`config.mk`:
```
export PLATFORM = sky130hd
export DESIGN_NAME = mul_acc_frame
export DESIGN_NICKNAME = d
export VERILOG_FILES = /design/src/rtl/mul_acc_frame.sv
export SDC_FILE = /design/constraint.sdc
export NUM_CORES = 1
export LEC_CHECK = 0
export ABC_AREA = 1
export CORE_UTILIZATION = 50
export CTS_BUF_LIST = sky130_fd_sc_hd__clkbuf_16
export DETAILED_ROUTE_END_ITERATION = 6
export GPL_TIMING_DRIVEN = 1
export PLACE_DENSITY = 0.77
export SYNTH_ARGS = -nofsm -noshare
export SYNTH_HDL_FRONTEND = slang
export SYNTH_SLANG_ARGS = --single-unit
```
`constraint.sdc`:
```
create_clock -name clk -period 2.2 [get_ports clk]
set_input_delay 0.22 -clock clk [delete_from_list [all_inputs] [get_ports clk]]
set_output_delay 0.22 -clock clk [all_outputs]
set_load 0.02 [all_outputs]
```
`src/rtl/mul_acc_frame.sv`:
```
// Frame accumulator for multiplier products: sums N products per frame and offers each sum on a valid/ready port.
// Optional macro ACC_SAT_EN: clamp the running sum at all-ones and raise a sticky acc_sat flag.
module mul_acc_frame #(
    parameter int DATA_W = 32,
    parameter int ACC_W  = 36,
    parameter int LEN_W  = 8
) (
    input  logic              clk,
    input  logic              rst_n,
    input  logic              mul_en_out,
    input  logic [DATA_W-1:0] mul_out,
    input  logic [LEN_W-1:0]  frame_len,
    input  logic              clr,
    input  logic              acc_ready,
    output logic              acc_valid,
    output logic [ACC_W-1:0]  acc_out,
    output logic              acc_busy,
    output logic              drop_err,
    output logic              acc_sat
);

    typedef enum logic [1:0] {IDLE, ACC, HOLD} state_t;

    state_t            state_q, state_d;
    logic [ACC_W-1:0]  acc_q, acc_d;
    logic [LEN_W-1:0]  cnt_q, cnt_d, len_q, len_d;
    logic [LEN_W-1:0]  len_eff, cnt_inc;
    logic [ACC_W-1:0]  sum;
    logic              add_fire, start;

    // A zero frame length behaves as a single-product frame.
    assign len_eff = (frame_len == '0) ? LEN_W'(1) : frame_len;
    assign cnt_inc = cnt_q + LEN_W'(1);

`ifdef ACC_SAT_EN
    logic [ACC_W:0] sum_full;
    logic           sat_q;

    assign sum_full = {1'b0, acc_q} + (ACC_W+1)'(mul_out);
    assign sum      = sum_full[ACC_W] ? {ACC_W{1'b1}} : sum_full[ACC_W-1:0];

    always_ff @(posedge clk or negedge rst_n) begin
        if (!rst_n)
            sat_q <= 1'b0;
        else if (clr)
            sat_q <= 1'b0;
        else if (add_fire && sum_full[ACC_W])
            sat_q <= 1'b1;
    end

    assign acc_sat = sat_q;
`else
    assign sum     = acc_q + ACC_W'(mul_out);
    assign acc_sat = 1'b0;
`endif

    always_comb begin
        state_d  = state_q;
        acc_d    = acc_q;
        cnt_d    = cnt_q;
        len_d    = len_q;
        start    = 1'b0;
        add_fire = 1'b0;
        drop_err = 1'b0;
        if (clr) begin
            state_d = IDLE;
            acc_d   = '0;
            cnt_d   = '0;
        end else begin
            case (state_q)
                IDLE: start = mul_en_out;
                ACC: begin
                    if (mul_en_out) begin
                        add_fire = 1'b1;
                        acc_d    = sum;
                        cnt_d    = cnt_inc;
                        if (cnt_inc == len_q)
                            state_d = HOLD;
                    end
                end
                HOLD: begin
                    if (acc_ready) begin
                        if (mul_en_out)
                            start = 1'b1;
                        else
                            state_d = IDLE;
                    end else if (mul_en_out) begin
                        drop_err = 1'b1;
                    end
                end
                default: state_d = IDLE;
            endcase
            // A product accepted from IDLE or on a HOLD transfer opens a new frame.
            if (start) begin
                acc_d   = ACC_W'(mul_out);
                cnt_d   = LEN_W'(1);
                len_d   = len_eff;
                state_d = (len_eff == LEN_W'(1)) ? HOLD : ACC;
            end
        end
    end

    always_ff @(posedge clk or negedge rst_n) begin
        if (!rst_n) begin
            state_q <= IDLE;
            acc_q   <= '0;
            cnt_q   <= '0;
            len_q   <= '0;
        end else begin
            state_q <= state_d;
            acc_q   <= acc_d;
            cnt_q   <= cnt_d;
            len_q   <= len_d;
        end
    end

    assign acc_valid = (state_q == HOLD);
    assign acc_busy  = (state_q == ACC);
    assign acc_out   = acc_q;

endmodule

```
==> flow_summary_export.csv, run 1 <==
group,metric,value,unit
outcome,outcome,"finished, final reports clean",
global_routing,grt_overflow_total,0,
clock_network,tritoncts_clock_tree,"yes",
sta,timing.clock.skew,0.006258,ns
yosys,synthDistinctLibCells,39,
detailed_routing,drt-vias-per-instance,5.095,
job,drv_cap,0,
layout,syn2layout_area_growth,28.82,%
critical_path,timing.critical_path.fanout_max,3,
critical_path,critical_path_class,"input port to flop",
placement,port_buffers,83,
detailed_routing,vias,6033,
hold_path,min-delay-path-class,"input port to asynchronous set/reset pin",
yosys,ys_seq_area_share,25.15,%
clock_network,post-cts-setup-buffer-count,0,
placement,place_inst,1175,
critical_path,crit_arrival,2.26,ns
yosys,area_leader_netlist,"dfrtp_1",
power,ir_drop,540.4,uV
layout,finish.instance_area,6923,um2
floorplan,core_region_area,10370,um2
sta,report.final.slew_viol_count,0,
yosys,ys_seq_elements,54,
sta,hold_viol_final,0,
floorplan,die_width,105.7,um
global_routing,grt_start_max_net_pins,42,
critical_path,timing.critical_path.required,2.40,ns
detailed_routing,firstDrtPassIters,5,
yosys,mappedNetlistNets,996,
power,power.leakage,3.742,nW
power,power_per_cell_area,841.5,nW/um2
floorplan,die_height,105.7,um
sta,tightestPinTransition,0.5752,ns
clock_network,clk_pin_slew,0.08,ns
sta,final_period_minus_worst_setup_slack,2.068,ns
detailed_routing,antenna_violating_nets_post_route,0,
clock_network,numClockSinks,54,
global_routing,via_count_of_the_first_global_routing_pass,5550,
floorplan,number_of_placement_rows,37,
yosys,count_of_flip_flops_with_a_built_in_enable_after_synthesis,0,
yosys,post_synth_instance_area,5374,um2
sta,max-slew-margin-rel,61.65,%
detailed_routing,drc,0,
layout,n_fill_cell,1009,
floorplan,die_area,11170,um2
clock_network,cts-root-buf,"clkbuf_16",
detailed_routing,wire_per_inst,13.23,um
global_routing,wire_length_of_the_first_global_routing_pass,26090,um
yosys,async_flop_share,100.0,%
critical_path,r2r_slack,0.17,ns
layout,layout.cells.non_filler,1184,
sta,max_freq,0.4836,GHz
yosys,dominantRegCellSynth,"dfrtp_1",
sta,minimum_setup_slack_in_the_final_design,0.1320,ns
yosys,synth_top_cell_area_share,25.15,%
layout,sequential_cell_area,1351,um2
yosys,yosys-top-cells-area,"dfrtp_1, nand2_1, inv_1",
sta,final.setup.tns,0,ns
layout,finish.utilization,66.76,%
floorplan,initial_core_util,51.82,%
sta,setup_viol,0,
clock_network,clk_latency,0.31,ns
sta,period_share,94.00,%
layout,most-common-layout-cells,"nand2_1, inv_1, a21oi_1",
placement,globalplace.congestion,0.9511,
placement,pre_cts_slack,-0.1841,ns
detailed_routing,drt-total-wl,15670,um
layout,antennaDiodeCount,0,
yosys,post_synth.cell_area_avg,5.860,um2
yosys,syn_inst,917,
power,report.power.total,5.825,mW
detailed_routing,drt_iter0_markers,422,
global_routing,track_usage,29.30,%
global_routing,grt_antenna_before_repair,0,
placement,dpl.hpwl,12340,um
layout,nets,1126,
floorplan,ios,85,
layout,post_route_cells_drive_above_1_share,7.729,%
layout,mostFrequentLayoutCell,"nand2_1",
layout,multi_input_area,3316,um2
clock_network,numCtsBuffers,5,
yosys,yosys_warning_count,0,
placement,postPlaceCellArea,6699,um2
critical_path,critical_path_sink_type,"flop",
clock_network,clock_tree.buffer_depth,2,
critical_path,rr_worst_depth,10,
sta,timing.hold.ws,0.4597,ns
critical_path,setup.worst_path.start_class,"input port",
clock_network,cts_max_level,2,
## kinds of logic (layout without fill, tap and decap cells)
group,after synthesis,in the layout,synth area share (%)
AND/OR/NAND/NOR,501,501,38.35
buffers and inverters,185,316,14.04
AO/OA/AOI/OAI,140,140,14.02
flip-flops,54,54,25.15
adder cells (fa/ha/maj),34,34,8.056
XOR/XNOR,2,2,0.3260
other,1,1,0.06978
## cells in the mapped netlist (2+ instances only)
master	instances
nand2_1	313
inv_1	169
a21oi_1	96
nor2_1	92
nand3_1	70
dfrtp_1	54
ha_1	33
o21ai_0	25
buf_4	8
nor3_1	6
o22ai_1	5
buf_2	4
nand4_1	4
a21o_1	3
buf_6	3
nand3b_1	3
and2_1	2
nand2_4	2
nor3_2	2
nor4_1	2
or2_2	2
xor2_1	2
## report_power, final
part	internal, mW	switching (mW)	total, mW
Sequential	1.20	0.182	1.38
Combinational	1.44	2.06	3.50
Clock	0.535	0.409	0.944
## worst max-delay path, cell delays in order
cell and delay, ns:
clkdlybuf4s50_1 0.44, buf_4 0.14, ha_1 0.29, nand2_1 0.07, a21oi_1 0.25, nand3_1 0.11
nand3_1 0.24, nand2_1 0.19, nand3_1 0.14, nand3_1 0.07, nand2_1 0.06, nor2_1 0.03
## state kept, by name (all words and copies together), names as in the netlist
signal,count
acc_out,36
state_q,2
cnt_q,8
len_q,8
## what timing repair did
item | 4_1_cts | 5_1_grt
setup endpoints to repair | 0 | 6
hold endpoints to repair | 21 | 0
gates resized for setup | 0 | 8
hold buffers | 1 | 0
## final timing paths
path,to,start
worst max-delay path,acc_out[35],mul_out[1]
worst min-delay path,acc_out[20],rst_n
worst max register to register,acc_out[35],acc_out[2]
worst min register to register,len_q[0],len_q[0]
max in group asynchronous,len_q[0],rst_n
min in group clk,len_q[6],frame_len[6]
## per-layer routing
layer	track usage, %	part of all wire (%)
met5	0	0
met4	6.548	1.6
met3	3.896	5.6
met2	48.27	45
met1	40.78	48
## area by class of cell
class | count | share of cell area [%]
flip-flops and latches | 54 | 19.52
well taps | 136 | 2.458
multi-input cells | 678 | 47.89
repair buffers | 138 | 18.47
inverters | 170 | 9.254
clock inverters | 3 | 0.5964
clock buffers | 5 | 1.807
(Power assumes the default switching activity.)
==> run 2: changes to the inputs <==
==> constraint.sdc (replaced) <==
create_clock -name clk -period 2.63 [get_ports clk]
set_input_delay 0.263 -clock clk [delete_from_list [all_inputs] [get_ports clk]]
set_output_delay 0.263 -clock clk [all_outputs]
set_load 0.02 [all_outputs]
==> run 2 against run 1 <==
  * Cell area shrank 5.9%
  * Global-route usage decreased by 0.78 points
  * Clock-buffer cell count unchanged
  * Cell count decreased by 3.6%
  * Non-clock buffer count shrank 43
  * Clock skew rose by 0.0049 ns
  * Critical endpoint is now acc_out[12]
==> flow_summary_export.csv, run 2 (synthesized netlist as in run 1, its figures left out) <==
group,metric,value,unit
outcome,outcome,"finished, final reports clean",
floorplan,ios,85,
floorplan,core_region_area,10370,um2
layout,layout.cells.non_filler,1141,
sta,rsz_0062_raised_after_global_routing,"no",
detailed_routing,drt-vias-per-instance,5.141,
layout,post_route_cells_drive_above_1_share,3.284,%
sta,period_share,82.31,%
critical_path,critical_path_class,"input port to flop",
critical_path,cell_with_the_most_instances_on_the_worst_path,"nand3_1",
sta,max_freq,0.4620,GHz
global_routing,track_usage,28.52,%
sta,final_period_minus_worst_setup_slack,2.165,ns
critical_path,timing.critical_path.slowest_stage_cell,"clkdlybuf4s50_1",
detailed_routing,firstDrtPassIters,5,
sta,report.final.slew_viol_count,0,
layout,antennaDiodeCount,0,
floorplan,die_height,105.7,um
sta,final.setup.tns,0,ns
clock_network,clk_pin_slew,0.08,ns
critical_path,critical_path_sink_type,"flop",
placement,place_inst,1133,
sta,hold_viol_final,0,
detailed_routing,drt-total-wl,15360,um
sta,tightestPinTransition,0.7257,ns
clock_network,clk_latency,0.31,ns
clock_network,cts_max_level,2,
floorplan,die_area,11170,um2
clock_network,cts-resized-gates,0,
detailed_routing,vias,5866,
critical_path,worstPathBufferInverterCount,3,
floorplan,initial_core_util,51.82,%
critical_path,critical_path_depth,12,
global_routing,via_count_of_the_first_global_routing_pass,5342,
layout,most-common-layout-cells,"nand2_1, inv_1, a21oi_1",
critical_path,worst_path_largest_cell_delay,0.49,ns
power,ir_drop,412.2,uV
global_routing,grt_start_max_net_pins,55,
clock_network,cts-root-buf,"clkbuf_16",
global_routing,grt_antenna_before_repair,0,
placement,dpl.hpwl,12010,um
clock_network,clock_tree.buffer_depth,2,
layout,multi_input_area,3268,um2
job,drv_cap,0,
clock_network,tritoncts_clock_tree,"yes",
sta,timing.clock.skew,0.01119,ns
clock_network,cts.hold.buffers_added,0,
critical_path,crit_chain,"clkdlybuf4s50_1, ha_1, inv_1, fa_1, inv_1, nand3_1, nand3_1, nand2_1, nand3_1, o21ai_0, a21o_1, a21oi_1",
clock_network,numCtsBuffers,5,
clock_network,post-cts-setup-buffer-count,0,
sta,setup_viol,0,
layout,nets,1083,
critical_path,r2r_slack,0.53,ns
layout,n_fill_cell,1043,
detailed_routing,antenna_violating_nets_post_route,0,
critical_path,crit_arrival,2.40,ns
layout,sequential_cell_area,1351,um2
critical_path,critical_path.top_delay_family,"buffers and inverters",
layout,mostFrequentLayoutCell,"nand2_1",
sta,max-slew-margin-rel,51.62,%
critical_path,timing.critical_path.fanout_max,4,
critical_path,rr_worst_depth,10,
layout,syn2layout_area_growth,21.28,%
critical_path,timing.critical_path.required,2.87,ns
detailed_routing,drt_iter0_markers,352,
placement,globalplace.congestion,0.9467,
detailed_routing,wire_per_inst,13.46,um
placement,port_buffers,83,
power,power_per_cell_area,693.2,nW/um2
critical_path,setup.worst_path.start_class,"input port",
layout,largest_register_ff_count,36,
global_routing,wire_length_of_the_first_global_routing_pass,25330,um
power,power.leakage,3.505,nW
detailed_routing,drc,0,
global_routing,grt_overflow_total,0,
floorplan,number_of_placement_rows,37,
hold_path,min-delay-path-class,"input port to asynchronous set/reset pin",
floorplan,die_width,105.7,um
clock_network,numClockSinks,54,
[run 2: changes by cell type in the layout (fill, tap and decap cells not counted), moves of 2 or more]
cell     previous run  this run
buf_4              51        10
nand2_2             3         1
nand2_1           311       313
ha_1               31        33
ha_4                2         0
[run 2: worst reg2reg max path, delay by kind of cell, from the launching register on]
| kind | cells | cell delay [ns] |
|---|---|---|
| and+or+nand+nor | 8 | 0.97 |
| DFF | 1 | 0.44 |
| adders and majority gates | 1 | 0.32 |
| AOI/OAI and AO/OA | 1 | 0.27 |
[run 2: final timing paths]
check	start	endpoint
max	mul_out[0]	acc_out[12]
min	rst_n	acc_out[23]
max reg2reg	acc_out[1]	acc_out[35]
min reg2reg	len_q[6]	len_q[6]
max in group asynchronous	rst_n	state_q[1]
min in group clk	len_q[6]	len_q[6]
[run 2: area by class of cell]
cell class | count | share of cell area, %
Sequential cell | 54 | 20.73
Timing Repair Buffer | 95 | 14.44
Inverter | 170 | 9.829
Clock buffer | 5 | 1.920
Clock inverter | 3 | 0.3264
Multi-Input combinational cell | 678 | 50.14
Tap cell | 136 | 2.611
[run 2: stage by stage]
step | setup WS (ns) | total power [mW] | hold slack [ns] | cell area, um2 | util, %
after CTS | 0.4471 | 4.493 | 0.1281 | 6518 | 62.85
after detailed placement | 0.1257 | 3.779 | 0.4573 | 6371 | 61.44
after floorplan | 0.5951 | 2.922 | -0.03259 | 5374 | -
final | 0.4653 | 4.518 | 0.08719 | 6518 | 62.85
after global routing | 0.2821 | 4.894 | 0.1591 | 6518 | 62.85
after global placement | 0.1946 | 3.757 | 0.4566 | 6371 | 61.44
[run 2: where the power goes]
group	switching (mW)	internal [mW]	total, mW
combinational	1.67	0.990	2.66
sequential	0.151	1.00	1.15
clock	0.354	0.355	0.709
[run 2: routing by layer]
| metal | share of wire [%] | global-route usage [%] | vias up |
|---|---|---|---|
| li1 | - | - | 3058 |
| met1 | 47 | 39.81 | 2627 |
| met2 | 46 | 46.27 | 167 |
| met3 | 5.8 | 3.834 | 14 |
| met4 | 1.1 | 7.440 | 0 |
| met5 | 0 | 0 | - |
